### config.mk
export PLATFORM = sky130hd
export DESIGN_NAME = alu_rr_scheduler
export DESIGN_NICKNAME = d
export VERILOG_FILES = /design/src/rtl/alu_rr_scheduler.sv
export SDC_FILE = /design/constraint.sdc
export NUM_CORES = 1
export LEC_CHECK = 0
export CAP_MARGIN = 40
export CORE_MARGIN = 8
export CORE_UTILIZATION = 38
export CTS_CLUSTER_SIZE = 28
export DETAILED_ROUTE_END_ITERATION = 8
export PLACE_DENSITY = 0.89
export SETUP_SLACK_MARGIN = 0.5
export SYNTH_ARGS = -nofsm -noshare
export SYNTH_HDL_FRONTEND = slang
export SYNTH_SLANG_ARGS = --single-unit
### constraint.sdc
create_clock -name clk -period 2 [get_ports clk]
set_input_delay 0.6 -clock clk [delete_from_list [all_inputs] [get_ports clk]]
set_output_delay 0.6 -clock clk [all_outputs]
set_load 0.02 [all_outputs]
### src/rtl/alu_rr_scheduler.sv
// Round-robin front end that shares one external combinational 32-bit ALU between two
// requesters, filters unimplemented opcodes and returns tagged results on one response channel.
module alu_rr_scheduler #(
    parameter int unsigned EXEC_CYCLES = 1,
    parameter bit          PRIO_INIT   = 1'b0
) (
    input  logic        clk,
    input  logic        rst,
    input  logic        req0_valid,
    output logic        req0_ready,
    input  logic [31:0] req0_a,
    input  logic [31:0] req0_b,
    input  logic [3:0]  req0_sel,
    input  logic        req0_cin,
    input  logic        req1_valid,
    output logic        req1_ready,
    input  logic [31:0] req1_a,
    input  logic [31:0] req1_b,
    input  logic [3:0]  req1_sel,
    input  logic        req1_cin,
    output logic        rsp_valid,
    input  logic        rsp_ready,
    output logic        rsp_id,
    output logic [31:0] rsp_y,
    output logic        rsp_cout,
    output logic        rsp_neg,
    output logic        rsp_zero,
    output logic        rsp_ovf,
    output logic        rsp_err,
    output logic [31:0] alu_a,
    output logic [31:0] alu_b,
    output logic [3:0]  alu_sel,
    output logic        alu_cin,
    input  logic [31:0] alu_y,
    input  logic        alu_cout,
    input  logic        alu_negative,
    input  logic        alu_zero,
    input  logic        alu_overflow
);

    typedef enum logic [1:0] {StIdle, StExec, StResp} state_e;

    localparam logic [3:0] CntLoad = 4'(EXEC_CYCLES - 1);

    state_e      state_q, state_d;
    logic        prio_q, prio_d;
    logic [3:0]  cnt_q, cnt_d;
    logic        id_q, illegal_q;
    logic [31:0] alu_a_q, alu_b_q;
    logic [3:0]  alu_sel_q;
    logic        alu_cin_q;
    logic        rsp_valid_q, rsp_valid_d;
    logic [31:0] rsp_y_q;
    logic        rsp_cout_q, rsp_neg_q, rsp_zero_q, rsp_ovf_q, rsp_err_q;

    logic        any_req, grant, accept, capture;
    logic [31:0] g_a, g_b;
    logic [3:0]  g_sel;
    logic        g_cin, g_illegal;

    // With a single requester the grant follows it; prio only breaks ties.
    always_comb begin
        any_req   = req0_valid | req1_valid;
        grant     = (req0_valid & req1_valid) ? prio_q : req1_valid;
        g_a       = grant ? req1_a   : req0_a;
        g_b       = grant ? req1_b   : req0_b;
        g_sel     = grant ? req1_sel : req0_sel;
        g_cin     = grant ? req1_cin : req0_cin;
        g_illegal = (g_sel == 4'b1001) | (g_sel == 4'b1110) | (g_sel == 4'b1111);
        accept    = (state_q == StIdle) & any_req;
        req0_ready = accept & ~grant;
        req1_ready = accept & grant;
    end

    always_comb begin
        state_d     = state_q;
        cnt_d       = cnt_q;
        prio_d      = prio_q;
        rsp_valid_d = rsp_valid_q;
        capture     = 1'b0;
        unique case (state_q)
            StIdle: begin
                if (any_req) begin
                    cnt_d   = CntLoad;
                    state_d = StExec;
                end
            end
            StExec: begin
                if (cnt_q != 4'd0) begin
                    cnt_d = cnt_q - 4'd1;
                end else begin
                    capture     = 1'b1;
                    rsp_valid_d = 1'b1;
                    state_d     = StResp;
                end
            end
            StResp: begin
                if (rsp_ready) begin
                    rsp_valid_d = 1'b0;
                    prio_d      = ~id_q;
                    state_d     = StIdle;
                end
            end
            default: state_d = StIdle;
        endcase
    end

    always_ff @(posedge clk) begin
        if (rst) begin
            state_q     <= StIdle;
            prio_q      <= PRIO_INIT;
            cnt_q       <= 4'd0;
            id_q        <= 1'b0;
            illegal_q   <= 1'b0;
            alu_a_q     <= '0;
            alu_b_q     <= '0;
            alu_sel_q   <= '0;
            alu_cin_q   <= 1'b0;
            rsp_valid_q <= 1'b0;
            rsp_y_q     <= '0;
            rsp_cout_q  <= 1'b0;
            rsp_neg_q   <= 1'b0;
            rsp_zero_q  <= 1'b0;
            rsp_ovf_q   <= 1'b0;
            rsp_err_q   <= 1'b0;
        end else begin
            state_q     <= state_d;
            prio_q      <= prio_d;
            cnt_q       <= cnt_d;
            rsp_valid_q <= rsp_valid_d;
            if (accept) begin
                id_q      <= grant;
                illegal_q <= g_illegal;
                alu_a_q   <= g_a;
                alu_b_q   <= g_b;
                alu_sel_q <= g_illegal ? 4'b0000 : g_sel;
                alu_cin_q <= g_cin;
            end
            // Illegal opcodes report a zeroed result rather than whatever opcode 0 produced.
            if (capture) begin
                rsp_y_q    <= illegal_q ? 32'd0 : alu_y;
                rsp_cout_q <= ~illegal_q & alu_cout;
                rsp_neg_q  <= ~illegal_q & alu_negative;
                rsp_zero_q <= ~illegal_q & alu_zero;
                rsp_ovf_q  <= ~illegal_q & alu_overflow;
                rsp_err_q  <= illegal_q;
            end
        end
    end

    assign rsp_valid = rsp_valid_q;
    assign rsp_id    = id_q;
    assign rsp_y     = rsp_y_q;
    assign rsp_cout  = rsp_cout_q;
    assign rsp_neg   = rsp_neg_q;
    assign rsp_zero  = rsp_zero_q;
    assign rsp_ovf   = rsp_ovf_q;
    assign rsp_err   = rsp_err_q;
    assign alu_a     = alu_a_q;
    assign alu_b     = alu_b_q;
    assign alu_sel   = alu_sel_q;
    assign alu_cin   = alu_cin_q;

endmodule

==> key figures, run 1 <==
Worst setup path
  – Beginning of the worst register-to-register path: cnt_q[0]$_SDFFE_PP0P_
  – Worst setup SP type: input pin
  – Required @ worst endpoint: 1.40 ns
  – FF-to-FF path depth: 8
  – Max incr delay on CP: 0.23 ns
  – Crit path max fanout: 4
  – Worst path cell trace: clkdlybuf4s15_2, o21a_4, nand2_4, inv_4, buf_6
  – Nature of the critical path endpoint: primary output
  – Crit path DAT: 1.29 ns
  – Worst path bufs/invs: 3
  – FF-to-FF setup slack: 0.18 ns
  – CP max-delay cell: clkdlybuf4s15_2
  – Largest delay contributor family on the critical path: buffers and inverters
  – Worst flop-to-flop path endpoint: rsp_y[23]$_SDFFE_PP0P_
  – Worst Path Class, Setup: in -> out
  – Worst Setup SP: req1_valid

Synth
  – Synth Area per Inst: 7.89 sq um
  – Count of cell types in the netlist: 34
  – Mapped Area: 4840 sq um
  – Yosys Warn Count: 0
  – Sequential share of the synthesized area: 48.0%
  – Cells after synthesis: 613
  – Synth Register Bits: 116
  – Syn_nets: 793

Floorplanning
  – Initial core utilization: 38.6%
  – Die H: 129 um
  – Die X: 129 um
  – IO Pins: 289
  – Core Region: 12500 sq um
  – Die Area: 16600 sq um
  – # rows: 41

Final layout
  – Layout cells sized above 1: 43.6%
  – Multi-input gate area: 2770 sq um
  – Register area: 2460 sq um
  – Final core utilization: 79.2%
  – Nets: 1106
  – Area growth from synthesis to layout: 105%
  – Fillcell total: 766

STA
  – Slew HR: 52.5%
  – Pins over their slew limit: 0
  – FMAX: 529 MHz
  – Setup violators final: 0
  – Clk_skew: 0.00913 ns
  – Min Hold Slack: 0.476 ns
  – Final hold violations: 0
  – Clock period minus worst slack: 1.89 ns
  – Worst slew pin tran: 0.712 ns
  – Fin crit share: 94.6%
  – RSZ-0062 raised after global routing: yes

Pwr
  – Switching Fraction: 30.2%
  – P_int: 6270 uW
  – Combinational power share: 30.8%
  – Power density cells: 907 nW/um^2
  – Clk pwr share: 37.6%
  – Sequential power share: 31.6%
  – Leakage power: 0.00398 uW
  – VDD IR-drop max: 503 uV
  – Psw: 2720 uW

Route
  – Met3 WL: 2250 um
  – Initial DRC count: 309
  – WL final: 23800 um
  – DR top layer: met4
  – Met2 WL post-DR: 11800 um
  – Routed vias/inst: 5.37
  – Post-DRT Antenna Nets: 0
  – Routed WL per cell: 21.4 um
  – DRC: 0
  – Wl on met1: 8270 um
  – Router iterations before antenna repair: 5
  – Via count: 5981

Run
  – Max Cap Viol: 0

Clock network
  – Clk root buf: clkbuf_16
  – # clock sinks: 116
  – Deepest clock path buffer count: 2
  – Num CTS Buffers: 17
  – Hold buffers post-CTS: 0
  – Clk slew on worst S/H paths: 0.06 ns
  – CTS tree: built
  – H-tree depth: 4
  – Worst-Skew Late Latency: 0.42 ns

Global routing
  – Initial antenna violation count: 2
  – Remaining Overflow, GRT: 0
  – GRT Overall Usage: 21.8%
  – Largest net degree at the start of global routing: 76
  – Vias in the first global route: 5515
  – First-pass GRT wire length: 28300 um

Min path
  – Hold/Removal Path Class: reg -> reg
  – Hold depth: 2
  – Critical hold path startpoint: rsp_cout$_SDFFE_PP0P_
  – Hold path endpoint: rsp_cout$_SDFFE_PP0P_

Place
  – Hpwl dp: 13300 um
  – Port bufs: 288
  – Global placement routability congestion: 0.832

Outcome
  – Status: finished clean
## what timing repair did
item	in CTS	in global routing
gates cloned	0	15
setup endpoints to repair	221	165
resized for setup	742	173
buffers inserted	2	19
pin swaps	2	47
## worst min-delay path: cells and delay by family, from the launching register on
family / cells / cell delay, ns
AOI/OAI and AO/OA: 1 / 0.05
DFF: 1 / 0.32
and+or+nand+nor: 1 / 0.07
## power groups by stage
stage               Sequential, uW  Clock [uW]  Combinational (uW)
floorplan                     3080           0                 766
global placement              2750           0                2120
detailed placement            2760           0                2150
CTS                           2810        3390                2220
global route                  2870        3520                2910
finish                        2840        3380                2770
## layout make-up
type                    count  area share, %
clock buffers              19           4.47
inverters                   5          0.240
well taps                 172           2.17
multi-input cells         442           27.9
diodes                      2         0.0505
flip-flops and latches    116           24.8
repair buffers            344           38.2
clock inverters            13           2.08
## worst max path at each step
stage / end / slack, ns / depth (start not counted)
CTS: req0_ready / 0.13 / 4
floorplan: req0_ready / 0.22 / 5
detailed placement: req0_ready / -0.76 / 5
global route: req1_ready / 0.07 / 5
global placement: req0_ready / -0.76 / 5
finish: req1_ready / 0.11 / 5
## routing by layer
layer,global-route usage (%),vias to the layer above
met1,22.6,2813
met4,11.3,0
met2,36.4,316
li1,-,2767
met5,0,-
met3,10.2,85
## placed cells by master (no fill, tap or decap), types with 11 or more instances in the layout
cell,count
nand3_2,20
clkbuf_16,25
buf_4,29
nor2_1,72
buf_6,116
dfxtp_2,112
nand3_4,13
a311oi_1,65
a21oi_1,13
clkdlybuf4s50_1,169
a21oi_2,32
nand3_1,11
nand2_1,172
## kinds of logic (layout without fill, tap and decap cells)
group / Yosys count / in the layout / share of synthesized area [%]
multiplexers: 1 / 1 / 0.207
adder cells (fa/ha/maj): 1 / 1 / 0.259
flip-flops: 116 / 116 / 48.0
XOR/XNOR: 2 / 2 / 0.362
AND/OR/NAND/NOR: 313 / 317 / 26.5
AO/OA/AOI/OAI: 121 / 121 / 18.3
other: 0 / 2 / 0
buffers and inverters: 59 / 381 / 6.44
## cells in the mapped netlist
library cell / n / share of area (%)
and2_1: 1 / 0.13
xor2_1: 2 / 0.36
inv_1: 4 / 0.31
o32ai_1: 1 / 0.18
nor2_1: 75 / 5.8
nand3b_1: 2 / 0.31
nand3_1: 44 / 4.6
a21oi_1: 45 / 4.7
clkbuf_1: 19 / 1.5
dfxtp_1: 116 / 48
o21ai_1: 1 / 0.10
and3_1: 1 / 0.13
a32oi_1: 1 / 0.18
or3b_4: 1 / 0.23
mux2i_1: 1 / 0.21
ha_1: 1 / 0.26
nor2b_1: 1 / 0.13
o21ba_2: 1 / 0.21
buf_6: 6 / 1.4
or3_1: 1 / 0.13
buf_4: 4 / 0.62
buf_1: 1 / 0.078
a311oi_1: 67 / 12
a211oi_1: 2 / 0.31
buf_2: 24 / 2.5
nand2_1: 177 / 14
or2_1: 1 / 0.13
nor2_2: 1 / 0.13
nand2b_1: 2 / 0.26
nor3_1: 3 / 0.31
inv_2: 1 / 0.078
nor3b_1: 3 / 0.47
o41ai_1: 1 / 0.18
o21a_1: 2 / 0.31
## sequential cells by signal, summed over array words and instances, names as in the netlist, 2 cells and up
name     flops
alu_a       32
state_q      2
alu_sel      4
rsp_y       32
alu_b       32
cnt_q        4
## per-stage QoR
| stage | cell area [sq um] | TNS (ns) | total power [uW] | setup slack (ns) | cells |
|---|---|---|---|---|---|
| after floorplan | 4920 | 0 | 3850 | 0.221 | 613 |
| after detailed placement | 7950 | -40.55 | 4910 | -0.762 | 1043 |
| after CTS | 8840 | 0 | 8420 | 0.131 | 1077 |
| after global routing | 9910 | 0 | 9300 | 0.0712 | 1113 |
| after global placement | 7950 | -38.69 | 4880 | -0.758 | 1043 |
| final | 9910 | 0 | 8990 | 0.109 | 1113 |
Power figures use the tool's default switching activity.
==> run 2, diff against run 1 <==
--- a/config.mk
+++ b/config.mk
@@ -15,3 +15,4 @@
 export SYNTH_ARGS = -nofsm -noshare
 export SYNTH_HDL_FRONTEND = slang
 export SYNTH_SLANG_ARGS = --single-unit
+export TNS_END_PERCENT = 5
==> run 2 against run 1 <==
  * Via count down 4.5%
  * Global-route usage rose by 1.3 points
  * Core utilization shrank 8.3 points
  * Wire length shrank 13%
  * Clock skew is 0.0016 ns higher
  * Clock power decreased by 4%
  * Die area unchanged
  * Combinational power decreased by 17%
  * Sequential share of layout area rose by 1.5 points
  * Maximum frequency grew 0.19%
  * Critical path type unchanged
==> key figures, run 2 (synthesis gave the netlist of run 1 again) <==
STA
  – Fin worst setup slack: 0.112 ns
  – Setup violators final: 0
  – Clock period minus worst slack: 1.89 ns
  – Setup TNS Final: 0 ns
  – Worst slew pin tran: 0.726 ns
  – Clk_skew: 0.0107 ns
  – Fin crit share: 94.4%
  – Final hold violations: 0
  – Pins over their slew limit: 0
  – RSZ-0062 raised after global routing: yes
  – FMAX: 530 MHz
  – Slew HR: 51.6%

Worst setup path
  – Beginning of the worst register-to-register path: cnt_q[0]$_SDFFE_PP0P_
  – Crit path depth: 6
  – Worst path bufs/invs: 4
  – CP max-delay cell: o21a_4
  – Crit path max fanout: 2
  – CP dominant cell by count: buf_6
  – Worst setup SP type: input pin
  – FF-to-FF setup slack: 0.19 ns
  – Worst Path Class, Setup: in -> out
  – Largest delay contributor family on the critical path: buffers and inverters
  – Worst Setup SP: req0_valid
  – Worst path cell trace: buf_2, buf_6, o21a_4, nand2_4, inv_4, buf_6
  – Required @ worst endpoint: 1.40 ns
  – Max incr delay on CP: 0.20 ns
  – FF-to-FF path depth: 8
  – Nature of the critical path endpoint: primary output
  – Crit path DAT: 1.29 ns

Clock network
  – Clk slew on worst S/H paths: 0.06 ns
  – CTS tree: built
  – Deepest clock path buffer count: 2
  – Num CTS Buffers: 17
  – Worst-Skew Late Latency: 0.42 ns
  – Clk root buf: clkbuf_16
  – Hold buffers post-CTS: 0
  – # clock sinks: 116
  – H-tree depth: 4

Route
  – Via count: 5713
  – DRC: 0
  – WL final: 20800 um
  – DR top layer: met5
  – Routed vias/inst: 5.25
  – Met2 WL post-DR: 10600 um
  – Post-DRT Antenna Nets: 0
  – Wl on met1: 7500 um
  – Initial DRC count: 344
  – Router iterations before antenna repair: 5
  – Routed WL per cell: 19.1 um
  – Met3 WL: 2040 um

Floorplanning
  – Die X: 129 um
  – Die Area: 16600 sq um
  – Core Region: 12500 sq um
  – # rows: 41
  – IO Pins: 289
  – Initial core utilization: 38.6%
  – Die H: 129 um

Final layout
  – Area growth from synthesis to layout: 83.4%
  – Layout cells sized above 1: 12.2%
  – Most frequent cells in the layout: nand2_1, clkdlybuf4s50_1, dfxtp_1, dlygate4sd2_1, nor2_1
  – # diodes: 0
  – Fillcell total: 972
  – Fin area: 8870 sq um
  – Final core utilization: 70.9%
  – Nets: 1084

Min path
  – Hold/Removal Path Class: reg -> reg
  – Critical hold path startpoint: rsp_y[29]$_SDFFE_PP0P_
  – Hold depth: 2

Place
  – Global placement routability congestion: 0.790
  – Dpl cell area: 7930 sq um
  – Port bufs: 288
  – Hpwl dp: 13800 um
  – Worst slack, placed: -0.735 ns

Global routing
  – Largest net degree at the start of global routing: 45
  – Remaining Overflow, GRT: 0
  – First-pass GRT wire length: 30100 um
  – GRT Overall Usage: 23.2%
  – Vias in the first global route: 5771
  – Initial antenna violation count: 1

Pwr
  – Power density cells: 932 nW/um^2
  – VDD IR-drop max: 526 uV
  – Leakage power: 0.00384 uW

Run
  – Max Cap Viol: 0

Outcome
  – Status: finished clean
## run 2: cell count changes in the layout (fill, tap and decap cells not counted), sizes merged, moves of 2 or more
cell	previous run	this run
buf	160	41
bufbuf	0	4
clkbuf	27	22
clkdlybuf4s50	169	175
clkinvlp	2	0
diode	2	0
dlygate4sd2	0	104
dlymetal6s2s	6	0
or2	5	1
## run 2: worst reg2reg max path, cell delays in order (launching register included)
cell and delay [ns]:
dfxtp_2 0.34, inv_2 0.07, ha_4 0.12, or3b_4 0.42
nor2_4 0.19, buf_12 0.13, clkbuf_16 0.16, nand3_1 0.11
a21oi_1 0.19
## run 2: timing repair
item,in CTS,in global routing
buffers inserted,3,5
gates cloned,5,2
resized for setup,145,45
pin swaps,4,8
endpoints found under the setup margin,224,211
## run 2: routing by layer
| metal | GRT usage [%] | vias up |
|---|---|---|
| met2 | 40.2 | 290 |
| li1 | - | 2707 |
| met5 | 0 | - |
| met1 | 24.0 | 2660 |
| met3 | 10.3 | 54 |
| met4 | 9.68 | 2 |
## run 2: worst paths after layout
check | to
hold / removal | rsp_y[29]$_SDFFE_PP0P_
setup reg to reg | rsp_y[10]$_SDFFE_PP0P_
setup / recovery | req1_ready
hold reg to reg | rsp_y[29]$_SDFFE_PP0P_
## run 2: metrics by stage
stage | power [uW] | cells | hold WS (ns)
6_report | 8270 | 1089 | 0.446
5_1_grt | 8590 | 1089 | 0.475
4_1_cts | 8180 | 1082 | 0.449
3_5_place_dp | 4920 | 1042 | 0.444
3_3_place_gp | 4870 | 1042 | 0.437
2_1_floorplan | 3840 | 613 | 0.444
## run 2: area by class of cell
| class | count | area (sq um) | area share [%] |
|---|---|---|---|
| Sequential cell | 116 | 2330 | 26.3 |
| Timing Repair Buffer | 326 | 3330 | 37.5 |
| Multi-Input combinational cell | 438 | 2350 | 26.5 |
| Clock inverter | 12 | 179 | 2.02 |
| Inverter | 5 | 21.3 | 0.240 |
| Clock buffer | 20 | 447 | 5.04 |
| Tap cell | 172 | 215 | 2.43 |
## run 2: report_power, final
part / internal [uW] / switching, uW
Sequential: 2590 / 137
Combinational: 1100 / 1200
Clock: 2120 / 1120
Total: 5810 / 2460
